<file path="src/rtl/filt_seq_pkg.sv">
// Shared types for the filter frame sequencer: FSM state encoding and the
// packed {r,g,b} pixel carried between the filter and the result BRAM.
package filt_seq_pkg;

  localparam int DATA_W = 8;
  localparam int PIX_W  = 3 * DATA_W;

  typedef enum logic [2:0] {
    IDLE,
    FETCH,
    WAIT_RD,
    KICK,
    WAIT_DONE,
    WRITE,
    FINISH
  } state_e;

  typedef struct packed {
    logic [DATA_W-1:0] r;
    logic [DATA_W-1:0] g;
    logic [DATA_W-1:0] b;
  } pixel_t;

endpackage

</file>
<file path="src/rtl/filt_seq_cksum.sv">
// Frame checksum accumulator: wrapping 32-bit sum of r+g+b over written pixels.
// Only instantiated when FILT_CHECKSUM_EN is defined.
module filt_seq_cksum
  import filt_seq_pkg::*;
(
  input  logic        clk,
  input  logic        reset,
  input  logic        clr_i,
  input  logic        add_i,
  input  pixel_t      pix_i,
  output logic [31:0] sum_o
);

  logic [31:0] sum_q;

  always_ff @(posedge clk) begin
    if (reset || clr_i) begin
      sum_q <= 32'd0;
    end else if (add_i) begin
      sum_q <= sum_q + 32'(pix_i.r) + 32'(pix_i.g) + 32'(pix_i.b);
    end
  end

  assign sum_o = sum_q;

endmodule

</file>
<file path="src/rtl/filter_frame_sequencer.sv">
// Walks one frame of pixels from the RGB source BRAMs through an ap_ctrl_hs
// filter into the result BRAM. Optional checksum under FILT_CHECKSUM_EN.
module filter_frame_sequencer #(
  parameter int ADDR_W  = 9,
  parameter int NUM_PIX = 256,
  parameter int RD_LAT  = 1,
  parameter int DATA_W  = 8
) (
  input  logic                  clk,
  input  logic                  reset,
  input  logic                  start,
  output logic                  busy,
  output logic                  frame_done,
  output logic                  err,
  output logic                  mem_en,
  output logic [ADDR_W-1:0]     mem_addr,
  output logic                  ap_start,
  input  logic                  ap_ready,
  input  logic                  ap_done,
  input  logic                  ap_idle,
  input  logic [DATA_W-1:0]     new_r,
  input  logic [DATA_W-1:0]     new_g,
  input  logic [DATA_W-1:0]     new_b,
  output logic                  out_we,
  output logic [ADDR_W-1:0]     out_addr,
  output logic [3*DATA_W-1:0]   out_data,
  output logic [ADDR_W:0]       pix_count,
  output logic [31:0]           checksum
);
  import filt_seq_pkg::*;

  localparam int LAT_W = 2;

  state_e                state_q;
  logic [ADDR_W-1:0]     idx_q;
  logic [LAT_W-1:0]      lat_q;
  logic                  busy_q, done_q, err_q, mem_en_q, ap_start_q, we_q;
  logic [ADDR_W-1:0]     mem_addr_q, out_addr_q;
  logic [3*DATA_W-1:0]   out_data_q;
  logic [ADDR_W:0]       cnt_q;

  always_ff @(posedge clk) begin
    if (reset) begin
      state_q    <= IDLE;
      idx_q      <= '0;
      lat_q      <= '0;
      busy_q     <= 1'b0;
      done_q     <= 1'b0;
      err_q      <= 1'b0;
      mem_en_q   <= 1'b0;
      mem_addr_q <= '0;
      ap_start_q <= 1'b0;
      we_q       <= 1'b0;
      out_addr_q <= '0;
      out_data_q <= '0;
      cnt_q      <= '0;
    end else begin
      we_q   <= 1'b0;
      done_q <= 1'b0;
      // Protocol checks only flag; they never steer the sequence.
      if (ap_done && (state_q inside {IDLE, FETCH, WAIT_RD, WRITE})) err_q <= 1'b1;
      if (state_q == FETCH && !ap_idle) err_q <= 1'b1;

      case (state_q)
        IDLE: if (start) begin
          state_q    <= FETCH;
          busy_q     <= 1'b1;
          mem_en_q   <= 1'b1;
          mem_addr_q <= idx_q;
          cnt_q      <= '0;
        end
        FETCH: begin
          state_q <= WAIT_RD;
          lat_q   <= '0;
        end
        WAIT_RD: begin
          if (lat_q == LAT_W'(RD_LAT - 1)) begin
            state_q    <= KICK;
            ap_start_q <= 1'b1;
          end else begin
            lat_q <= lat_q + LAT_W'(1);
          end
        end
        KICK: if (ap_ready) begin
          ap_start_q <= 1'b0;
          if (ap_done) begin
            state_q    <= WRITE;
            out_data_q <= {new_r, new_g, new_b};
            out_addr_q <= idx_q;
            we_q       <= 1'b1;
          end else begin
            state_q <= WAIT_DONE;
          end
        end
        WAIT_DONE: if (ap_done) begin
          state_q    <= WRITE;
          out_data_q <= {new_r, new_g, new_b};
          out_addr_q <= idx_q;
          we_q       <= 1'b1;
        end
        WRITE: begin
          cnt_q <= cnt_q + (ADDR_W+1)'(1);
          if (idx_q == ADDR_W'(NUM_PIX - 1)) begin
            state_q    <= FINISH;
            idx_q      <= '0;
            mem_en_q   <= 1'b0;
            mem_addr_q <= '0;
            done_q     <= 1'b1;
          end else begin
            state_q    <= FETCH;
            idx_q      <= idx_q + ADDR_W'(1);
            mem_addr_q <= idx_q + ADDR_W'(1);
          end
        end
        FINISH: begin
          state_q <= IDLE;
          busy_q  <= 1'b0;
        end
        default: state_q <= IDLE;
      endcase
    end
  end

  assign busy       = busy_q;
  assign frame_done = done_q;
  assign err        = err_q;
  assign mem_en     = mem_en_q;
  assign mem_addr   = mem_addr_q;
  assign ap_start   = ap_start_q;
  assign out_we     = we_q;
  assign out_addr   = out_addr_q;
  assign out_data   = out_data_q;
  assign pix_count  = cnt_q;

`ifdef FILT_CHECKSUM_EN
  filt_seq_cksum u_cksum (
    .clk   (clk),
    .reset (reset),
    .clr_i (state_q == IDLE && start),
    .add_i (we_q),
    .pix_i (out_data_q),
    .sum_o (checksum)
  );
`else
  assign checksum = 32'd0;
`endif

endmodule

</file>
<file path="config.mk">
export PLATFORM = sky130hd
export DESIGN_NAME = filter_frame_sequencer
export DESIGN_NICKNAME = d
export VERILOG_FILES = /design/src/rtl/filt_seq_pkg.sv /design/src/rtl/filt_seq_cksum.sv /design/src/rtl/filter_frame_sequencer.sv
export SDC_FILE = /design/constraint.sdc
export NUM_CORES = 1
export LEC_CHECK = 0
export CORE_MARGIN = 2
export CORE_UTILIZATION = 40
export DETAILED_ROUTE_END_ITERATION = 7
export PLACE_DENSITY = 0.76
export SLEW_MARGIN = 20
export SYNTH_ARGS = -nofsm -noshare
export SYNTH_HDL_FRONTEND = slang
export SYNTH_HIERARCHICAL = 1
export SYNTH_SLANG_ARGS = --single-unit
</file>
<file path="constraint.sdc">
create_clock -name clk -period 1.88 [get_ports clk]
set_clock_uncertainty 0.15 [all_clocks]
set_input_delay 0.376 -clock clk [delete_from_list [all_inputs] [get_ports clk]]
set_output_delay 0.376 -clock clk [all_outputs]
set_load 0.05 [all_outputs]
</file>
# ---- Yosys cells after proc, flatten, opt, wreduce, memory -nomap -nowiden
# Cells that the tools add are included.
dict set report word_totals {
  ff_bits 72
  input_bits 30
  word_cells 83
}
dict set report classes {
  eq_ne 13
  n_addsub 3
  n_bitwise 1
  reduce_logical 20
  mux 33
}
# op count
set ops {}
lappend ops {{$mux W24} 2}
lappend ops {{$pmux W24 S2} 1}
lappend ops {{$mux W9} 4}
lappend ops {{$pmux W9 S2} 2}
lappend ops {{$pmux W10 S2} 1}
lappend ops {{$pmux W3 S6} 1}
lappend ops {{$mux W3} 5}
lappend ops {{$reduce_bool A2 Y1} 6}
lappend ops {{$add A10 B1 Y10 const B} 1}
lappend ops {{$mux W1} 10}
lappend ops {{$mux W10} 1}
lappend ops {{$add A9 B1 Y9 const B} 1}
lappend ops {{$eq A3 B3 Y1 const B} 3}
lappend ops {{$eq A9 B8 Y1 const B} 1}
lappend ops {{$ne A2 B2 Y1 const B} 4}
lappend ops {{$pmux W1 S2} 4}
lappend ops {{$reduce_and A2 Y1} 4}
lappend ops {{$eq A3 B2 Y1 const B} 2}
lappend ops {{$reduce_and A3 Y1} 2}
lappend ops {{$ne A2 B1 Y1 const B} 2}
lappend ops {{$pmux W2 S2} 1}
lappend ops {{$reduce_and A4 Y1} 1}
lappend ops {{$reduce_bool A4 Y1} 1}
lappend ops {{$eq A3 B1 Y1 const B} 1}
lappend ops {{8 further kinds} 9}

# ---- Longest topological paths before layout
dict set report depth {
  word_depth 5
  ltp_mapped 7
  mapped_depth_nobuf 6
}

# ---- Least setup slack after synthesis
# Ideal clock, no wire load.
dict set report synth_timing {
  path_kind {flip-flop to flip-flop}
  from {reg cnt_q[0] (netlist: pix_count[0])}
  to {reg cnt_q[8] (netlist: pix_count[8])}
  setup_time_ps 65
  path_stages_with_launch 6
  t_required_ps 1665
  arrival_time_ps 1724
  slack_ps -59
  path_cell_list {dfxtp_1 ha_1 nand3_1 nor3_1 mux2_2 nor2_1}
}
dict set report synth_between {
  elab_chain_len 2
}
# item line
set synth_rtl {}
lappend synth_rtl {{from (decl)} filter_frame_sequencer.sv:40} ;# logic [ADDR_W:0] cnt_q;
lappend synth_rtl {{from (signal assigned)} filter_frame_sequencer.sv:102} ;# cnt_q <= cnt_q + (ADDR_W+1)'(1);
lappend synth_rtl {{$add A10 B1 Y10} filter_frame_sequencer.sv:102}
lappend synth_rtl {{$pmux W10 S2} filter_frame_sequencer.sv:64} ;# case (state_q)
# Every way passes these cells.
# A chain may end at the register's enable or synchronous reset.

# ---- Worst setup path after layout
dict set report layout_timing {
  from {reg state_q[2]}
  to {reg out_data_q[18] (netlist: out_data[18])}
}
dict set report layout_between {
  elab_chain_len 3
  word_cells_on_any_way 6
  cone_classes {eq/ne (3); mux (1); reduce/logical (2)}
}
# item line
set layout_rtl {}
lappend layout_rtl {{from (decl)} filter_frame_sequencer.sv:34} ;# state_e state_q;
lappend layout_rtl {{from (signal assigned)} filter_frame_sequencer.sv:44} ;# state_q <= IDLE;
lappend layout_rtl {{from (signal assigned)} filter_frame_sequencer.sv:66} ;# state_q <= FETCH;
lappend layout_rtl {{from (signal assigned)} filter_frame_sequencer.sv:73} ;# state_q <= WAIT_RD;
lappend layout_rtl {{$eq A3 B2 Y1 or $eq A3 B3 Y1 (tied branches)} filter_frame_sequencer.sv:64}
lappend layout_rtl {{$ne A2 B2 Y1 (no line) or $reduce_bool A2 Y1 (tied branches)} n/a}
lappend layout_rtl {{$reduce_and A2 Y1 (no line)} n/a}
lappend layout_rtl {{to (signal assigned)} filter_frame_sequencer.sv:88} ;# out_data_q <= {new_r, new_g, new_b};
lappend layout_rtl {{to (signal assigned)} filter_frame_sequencer.sv:97} ;# out_data_q <= {new_r, new_g, new_b};
lappend layout_rtl {{to (decl)} filter_frame_sequencer.sv:39} ;# logic [3*DATA_W-1:0] out_data_q;
# Several ways; a longest one is shown, not always the timed one.

==> flow_summary.html <==
<table>
<tr><th>Metric</th><th>Value</th></tr>
<tr><th colspan="2">Global routing</th></tr>
<tr><td>Antenna violations before repair</td><td>0</td></tr>
<tr><td>Most used routing layer</td><td>met2</td></tr>
<tr><td>Overflow left after global routing</td><td>0</td></tr>
<tr><td>Global-route track usage on met1</td><td>around a quarter</td></tr>
<tr><td>Via count of the first global-routing pass</td><td>around 2800</td></tr>
<tr><td>Maximum number of pins on one net before global-route repair</td><td>35</td></tr>
<tr><td>Met2 global-route usage</td><td>30.61%</td></tr>
<tr><td>Total routing resource utilization after global routing</td><td>about a fifth</td></tr>
<tr><td>Global-route wire length before repair</td><td>around 13000 um</td></tr>
<tr><td>Global routing usage on met3</td><td>around 4.8%</td></tr>
<tr><th colspan="2">Critical path</th></tr>
<tr><td>Sort of element at the end of the critical path</td><td>register</td></tr>
<tr><td>Worst r2r dst</td><td>out_data[18]$_SDFFE_PP0P_</td></tr>
<tr><td>Worst-path fanout max</td><td>34</td></tr>
<tr><td>Crit path capture</td><td>out_data[18]$_SDFFE_PP0P_</td></tr>
<tr><td>Launching element of the worst setup path</td><td>state_q[2]$_SDFFE_PP0P_</td></tr>
<tr><td>Flop2flop setup slack</td><td>approximately 64 ps</td></tr>
<tr><td>Reg-to-Reg Start</td><td>state_q[2]$_SDFFE_PP0P_</td></tr>
<tr><td>Launching element type of the critical path</td><td>register</td></tr>
<tr><td>Classification of the worst setup path</td><td>register to register</td></tr>
<tr><td>Critical path required time</td><td>a little under 2000 ps</td></tr>
<tr><td>Number of cells on the worst reg-to-reg path</td><td>5</td></tr>
<tr><td>Worst EP arrival</td><td>about 1900 ps</td></tr>
<tr><th colspan="2">Floorplanning</th></tr>
<tr><td>Horiz. Die Dim</td><td>roughly 95 um</td></tr>
<tr><td>Die ar.</td><td>between 8000 and 9000 um^2</td></tr>
<tr><td>Starting density of the core</td><td>around two fifths</td></tr>
<tr><td>Number of cell rows</td><td>33</td></tr>
<tr><td>Core ar.</td><td>around 8100 um^2</td></tr>
<tr><td>Number of primary I/O pins</td><td>120</td></tr>
<tr><td>Die outline height</td><td>about 95 um</td></tr>
<tr><th colspan="2">Placement</th></tr>
<tr><td>Buffers added on ports</td><td>87</td></tr>
<tr><td>Routability congestion estimate from global placement</td><td>around 0.82</td></tr>
<tr><td>Placed cell count</td><td>between 500 and 600</td></tr>
<tr><td>Post-DP HPWL</td><td>~6000 um</td></tr>
<tr><th colspan="2">Timing</th></tr>
<tr><td>Transition at the pin with the smallest max-transition slack</td><td>about 520 ps</td></tr>
<tr><td>Hold Fails Final Rpt</td><td>0</td></tr>
<tr><td>Worst rel slew slack</td><td>65.11%</td></tr>
<tr><td>Final min period</td><td>between 1500 and 2000 ps</td></tr>
<tr><td>Final Max Slew Viols</td><td>0</td></tr>
<tr><td>RSZ-0062 raised after global routing</td><td>false</td></tr>
<tr><td>Setup-violating endpoint count in the final report</td><td>0</td></tr>
<tr><td>Portion of the clock cycle consumed by the worst path in the final layout</td><td>96.59%</td></tr>
<tr><td>Maximum achievable frequency</td><td>550.7 MHz</td></tr>
<tr><th colspan="2">Detailed routing</th></tr>
<tr><td>Length of the first detailed-routing pass in iterations</td><td>4</td></tr>
<tr><td>Total DRC errors in the routed layout</td><td>0</td></tr>
<tr><td>Initial DRC Count</td><td>around 170</td></tr>
<tr><td>Routed wirelength normalized by instance count</td><td>13.84 um</td></tr>
<tr><td>Antenna-violating nets left</td><td>0</td></tr>
<tr><td>Total wire length</td><td>around 8300 um</td></tr>
<tr><td>Via count of the routed design</td><td>between 3000 and 4000</td></tr>
<tr><td>Via/cell ratio</td><td>5.246</td></tr>
<tr><th colspan="2">Power and ir drop</th></tr>
<tr><td>Max rail drop VDD</td><td>about 0.00040 V</td></tr>
<tr><td>PD cells</td><td>773.9 nW/um^2</td></tr>
<tr><td>Total power</td><td>~3.4 mW</td></tr>
<tr><td>Leakage component of the power</td><td>1.712 nW</td></tr>
<tr><th colspan="2">Clock network</th></tr>
<tr><td>Hold-fix buffer count after cts</td><td>0</td></tr>
<tr><td>Clock slew seen by the registers of the worst setup and hold paths</td><td>80 ps</td></tr>
<tr><td>Cell at the root of the clock tree</td><td>sky130_fd_sc_hd__clkbuf_8</td></tr>
<tr><td>Clock Sink Count</td><td>72</td></tr>
<tr><td>Level count of the clock H-tree</td><td>3</td></tr>
<tr><td>CTS buffer count</td><td>9</td></tr>
<tr><td>Maximum number of buffers from clock root to sink</td><td>2</td></tr>
<tr><td>Clk Latency, worst-skew pair</td><td>360 ps</td></tr>
<tr><td>CTS tree</td><td>yes</td></tr>
<tr><th colspan="2">Synthesis</th></tr>
<tr><td>Number of warnings reported in the yosys synthesis log</td><td>6</td></tr>
<tr><td>Number of enable-type register cells in the synthesized netlist</td><td>0</td></tr>
<tr><td>Cell area after synthesis</td><td>around 3300 um^2</td></tr>
<tr><td>Main area contributors after synthesis</td><td>sky130_fd_sc_hd__dfxtp_1, sky130_fd_sc_hd__a21oi_1, sky130_fd_sc_hd__buf_4</td></tr>
<tr><td>Avg Synthesized Cell Area</td><td>about 8.3 um^2</td></tr>
<tr><td>Number of distinct library cells after synthesis</td><td>between 40 and 50</td></tr>
<tr><td>Post-synthesis cell count</td><td>between 300 and 400</td></tr>
<tr><td>Seq cells post-synth</td><td>around 70</td></tr>
<tr><td>Share of the synthesized area in the top cell type</td><td>a little over two fifths</td></tr>
<tr><td>Portion of the post-synthesis area used by sequential elements</td><td>between 40% and 50%</td></tr>
<tr><td>Post-synthesis async set-or-reset flop share</td><td>0%</td></tr>
<tr><td>Top cell type by total area after synthesis</td><td>sky130_fd_sc_hd__dfxtp_1</td></tr>
<tr><td>Dominant register cell in the synthesized netlist</td><td>sky130_fd_sc_hd__dfxtp_1</td></tr>
<tr><th colspan="2">Flow run</th></tr>
<tr><td>Number of maximum-capacitance constraint violations</td><td>0</td></tr>
<tr><th colspan="2">Worst hold path</th></tr>
<tr><td>Launch instance of the worst min-delay path</td><td>mem_addr[8]$_SDFFE_PP0P_</td></tr>
<tr><td>Path type of the worst min-delay path</td><td>register to register</td></tr>
<tr><th colspan="2">Run status</th></tr>
<tr><td>Result of the run</td><td>complete, no violations</td></tr>
<tr><th colspan="2">Layout</th></tr>
<tr><td>Post-route non-filler standard cell count</td><td>602</td></tr>
<tr><td>Fraction of layout instances using a drive strength above 1</td><td>23.94%</td></tr>
<tr><td>Count of fill cells added during filler insertion</td><td>between 700 and 800</td></tr>
<tr><td>Inserted Diodes</td><td>0</td></tr>
<tr><td>Final layout net count</td><td>approximately 530</td></tr>
<tr><td>Area Overhead vs Synth</td><td>33.74%</td></tr>
</table>
## worst min-delay path by stage
stage	slack [ps]	end	cells past startpoint
after floorplan	320	lat_q[0]$_SDFFE_PP0P_	2
after global placement	310	mem_addr[8]$_SDFFE_PP0P_	2
after detailed placement	320	mem_addr[8]$_SDFFE_PP0P_	2
after CTS	300	idx_q[0]$_SDFFE_PP0P_	2
after global routing	350	out_data[19]$_SDFFE_PP0P_	2
final	320	mem_addr[8]$_SDFFE_PP0P_	2
## routing by layer
metal	vias to the layer above	part of all wire, %	routed length, um
met4	0	1.9	159
met3	16	5.3	444
met2	94	50	4201
met1	1499	42	3527
met5	-	0	0
li1	1549	-	-
## timing repair
item,in CTS,in global routing
gates resized for setup,0,5
setup buffers,0,1
endpoints found under the setup margin,0,28
## worst max-delay path: stages (launching register included)
cell and delay, ps:
sky130_fd_sc_hd__dfxtp_2 370, sky130_fd_sc_hd__or3b_2 520, sky130_fd_sc_hd__o31a_1 160, sky130_fd_sc_hd__buf_12 170
sky130_fd_sc_hd__o21ai_0 220, sky130_fd_sc_hd__a21oi_1 100
## flip-flops by register name, summed over array words and instances, names as in the netlist
register / cells
out_data: 24
out_addr: 9
out_we: 1
mem_addr: 9
ap_start: 1
mem_en: 1
idx_q: 9
busy: 1
err: 1
pix_count: 10
state_q: 3
lat_q: 2
frame_done: 1
## cell type report
class	instances	area, um^2	share of cell area, %
multi-input cells	287	1593	36.08
clock inverters	6	42.54	0.9637
clock buffers	10	137.6	3.118
flip-flops and latches	72	1445	32.74
well taps	105	131.4	2.976
repair buffers	117	1046	23.70
inverters	5	18.77	0.4252
## kinds of logic after synthesis
group	share of synthesized area, %
AOI/OAI and AO/OA	22.67
and+or+nand+nor	18.20
DFF	43.67
buffers and inverters	12.43
adders and majority gates	1.137
xor gates and xnor gates	0.7962
muxes	0.9856
other	0.1136
## power by group
part / total, mW / leakage (nW) / switching (mW) / internal (mW)
registers: 1.59 / 0.584 / 0.0260 / 1.56
logic: 0.699 / 1.04 / 0.465 / 0.234
clock network: 1.13 / 0.0887 / 0.611 / 0.516
total: 3.42 / 1.71 / 1.10 / 2.31
## cell usage in the layout (no fill, tap or decap), drive strengths merged, types with 3 or more instances in the layout
| cell | n |
|---|---|
| buf | 89 |
| nor2b | 3 |
| a21oi | 55 |
| clkbuf | 10 |
| a22oi | 4 |
| nand2 | 20 |
| conb | 32 |
| a211oi | 5 |
| o31a | 3 |
| clkinv | 4 |
| nor4 | 4 |
| or3 | 3 |
| nand4 | 4 |
| o21ai | 39 |
| o211ai | 6 |
| or4 | 3 |
| nor2 | 21 |
| nand3 | 41 |
| ha | 3 |
| nor3 | 6 |
| dfxtp | 72 |
| clkdlybuf4s50 | 28 |
| inv | 5 |
| nand2b | 4 |
## stage by stage
step / worst slack (ps) / hold WS (ps) / util (%) / TNS (ps) / area, um^2
4_1_cts: 32.31 / 303.5 / 54.27 / 0 / 4392
5_1_grt: 7.956 / 346.5 / 54.55 / 0 / 4414
2_1_floorplan: 4.120 / 315.4 / - / 0 / 3420
3_3_place_gp: -269.2 / 307.1 / 52.04 / -5442 / 4212
3_5_place_dp: -322.4 / 315.2 / 52.04 / -6755 / 4212
6_report: 64.18 / 317.8 / 54.55 / 0 / 4414
## synthesized netlist by cell type, types with 2 or more instances
| library cell | number |
|---|---|
| sky130_fd_sc_hd__a211oi_1 | 5 |
| sky130_fd_sc_hd__a21oi_1 | 54 |
| sky130_fd_sc_hd__a22oi_1 | 4 |
| sky130_fd_sc_hd__a2bb2oi_1 | 2 |
| sky130_fd_sc_hd__a311oi_1 | 2 |
| sky130_fd_sc_hd__buf_4 | 32 |
| sky130_fd_sc_hd__buf_6 | 4 |
| sky130_fd_sc_hd__clkbuf_1 | 27 |
| sky130_fd_sc_hd__dfxtp_1 | 72 |
| sky130_fd_sc_hd__ha_1 | 3 |
| sky130_fd_sc_hd__inv_1 | 4 |
| sky130_fd_sc_hd__mux2_2 | 2 |
| sky130_fd_sc_hd__nand2_1 | 20 |
| sky130_fd_sc_hd__nand2b_1 | 4 |
| sky130_fd_sc_hd__nand3_1 | 41 |
| sky130_fd_sc_hd__nand3b_1 | 2 |
| sky130_fd_sc_hd__nand4_1 | 4 |
| sky130_fd_sc_hd__nor2_1 | 21 |
| sky130_fd_sc_hd__nor2b_1 | 3 |
| sky130_fd_sc_hd__nor3_1 | 6 |
| sky130_fd_sc_hd__nor4_1 | 4 |
| sky130_fd_sc_hd__o211ai_1 | 6 |
| sky130_fd_sc_hd__o21ai_0 | 39 |
| sky130_fd_sc_hd__o21bai_1 | 2 |
| sky130_fd_sc_hd__o311ai_0 | 2 |
| sky130_fd_sc_hd__o31a_1 | 3 |
| sky130_fd_sc_hd__o31ai_1 | 2 |
| sky130_fd_sc_hd__or3_1 | 3 |
| sky130_fd_sc_hd__or4_1 | 3 |
| sky130_fd_sc_hd__xnor2_1 | 2 |
Power figures use the tool's default switching activity.
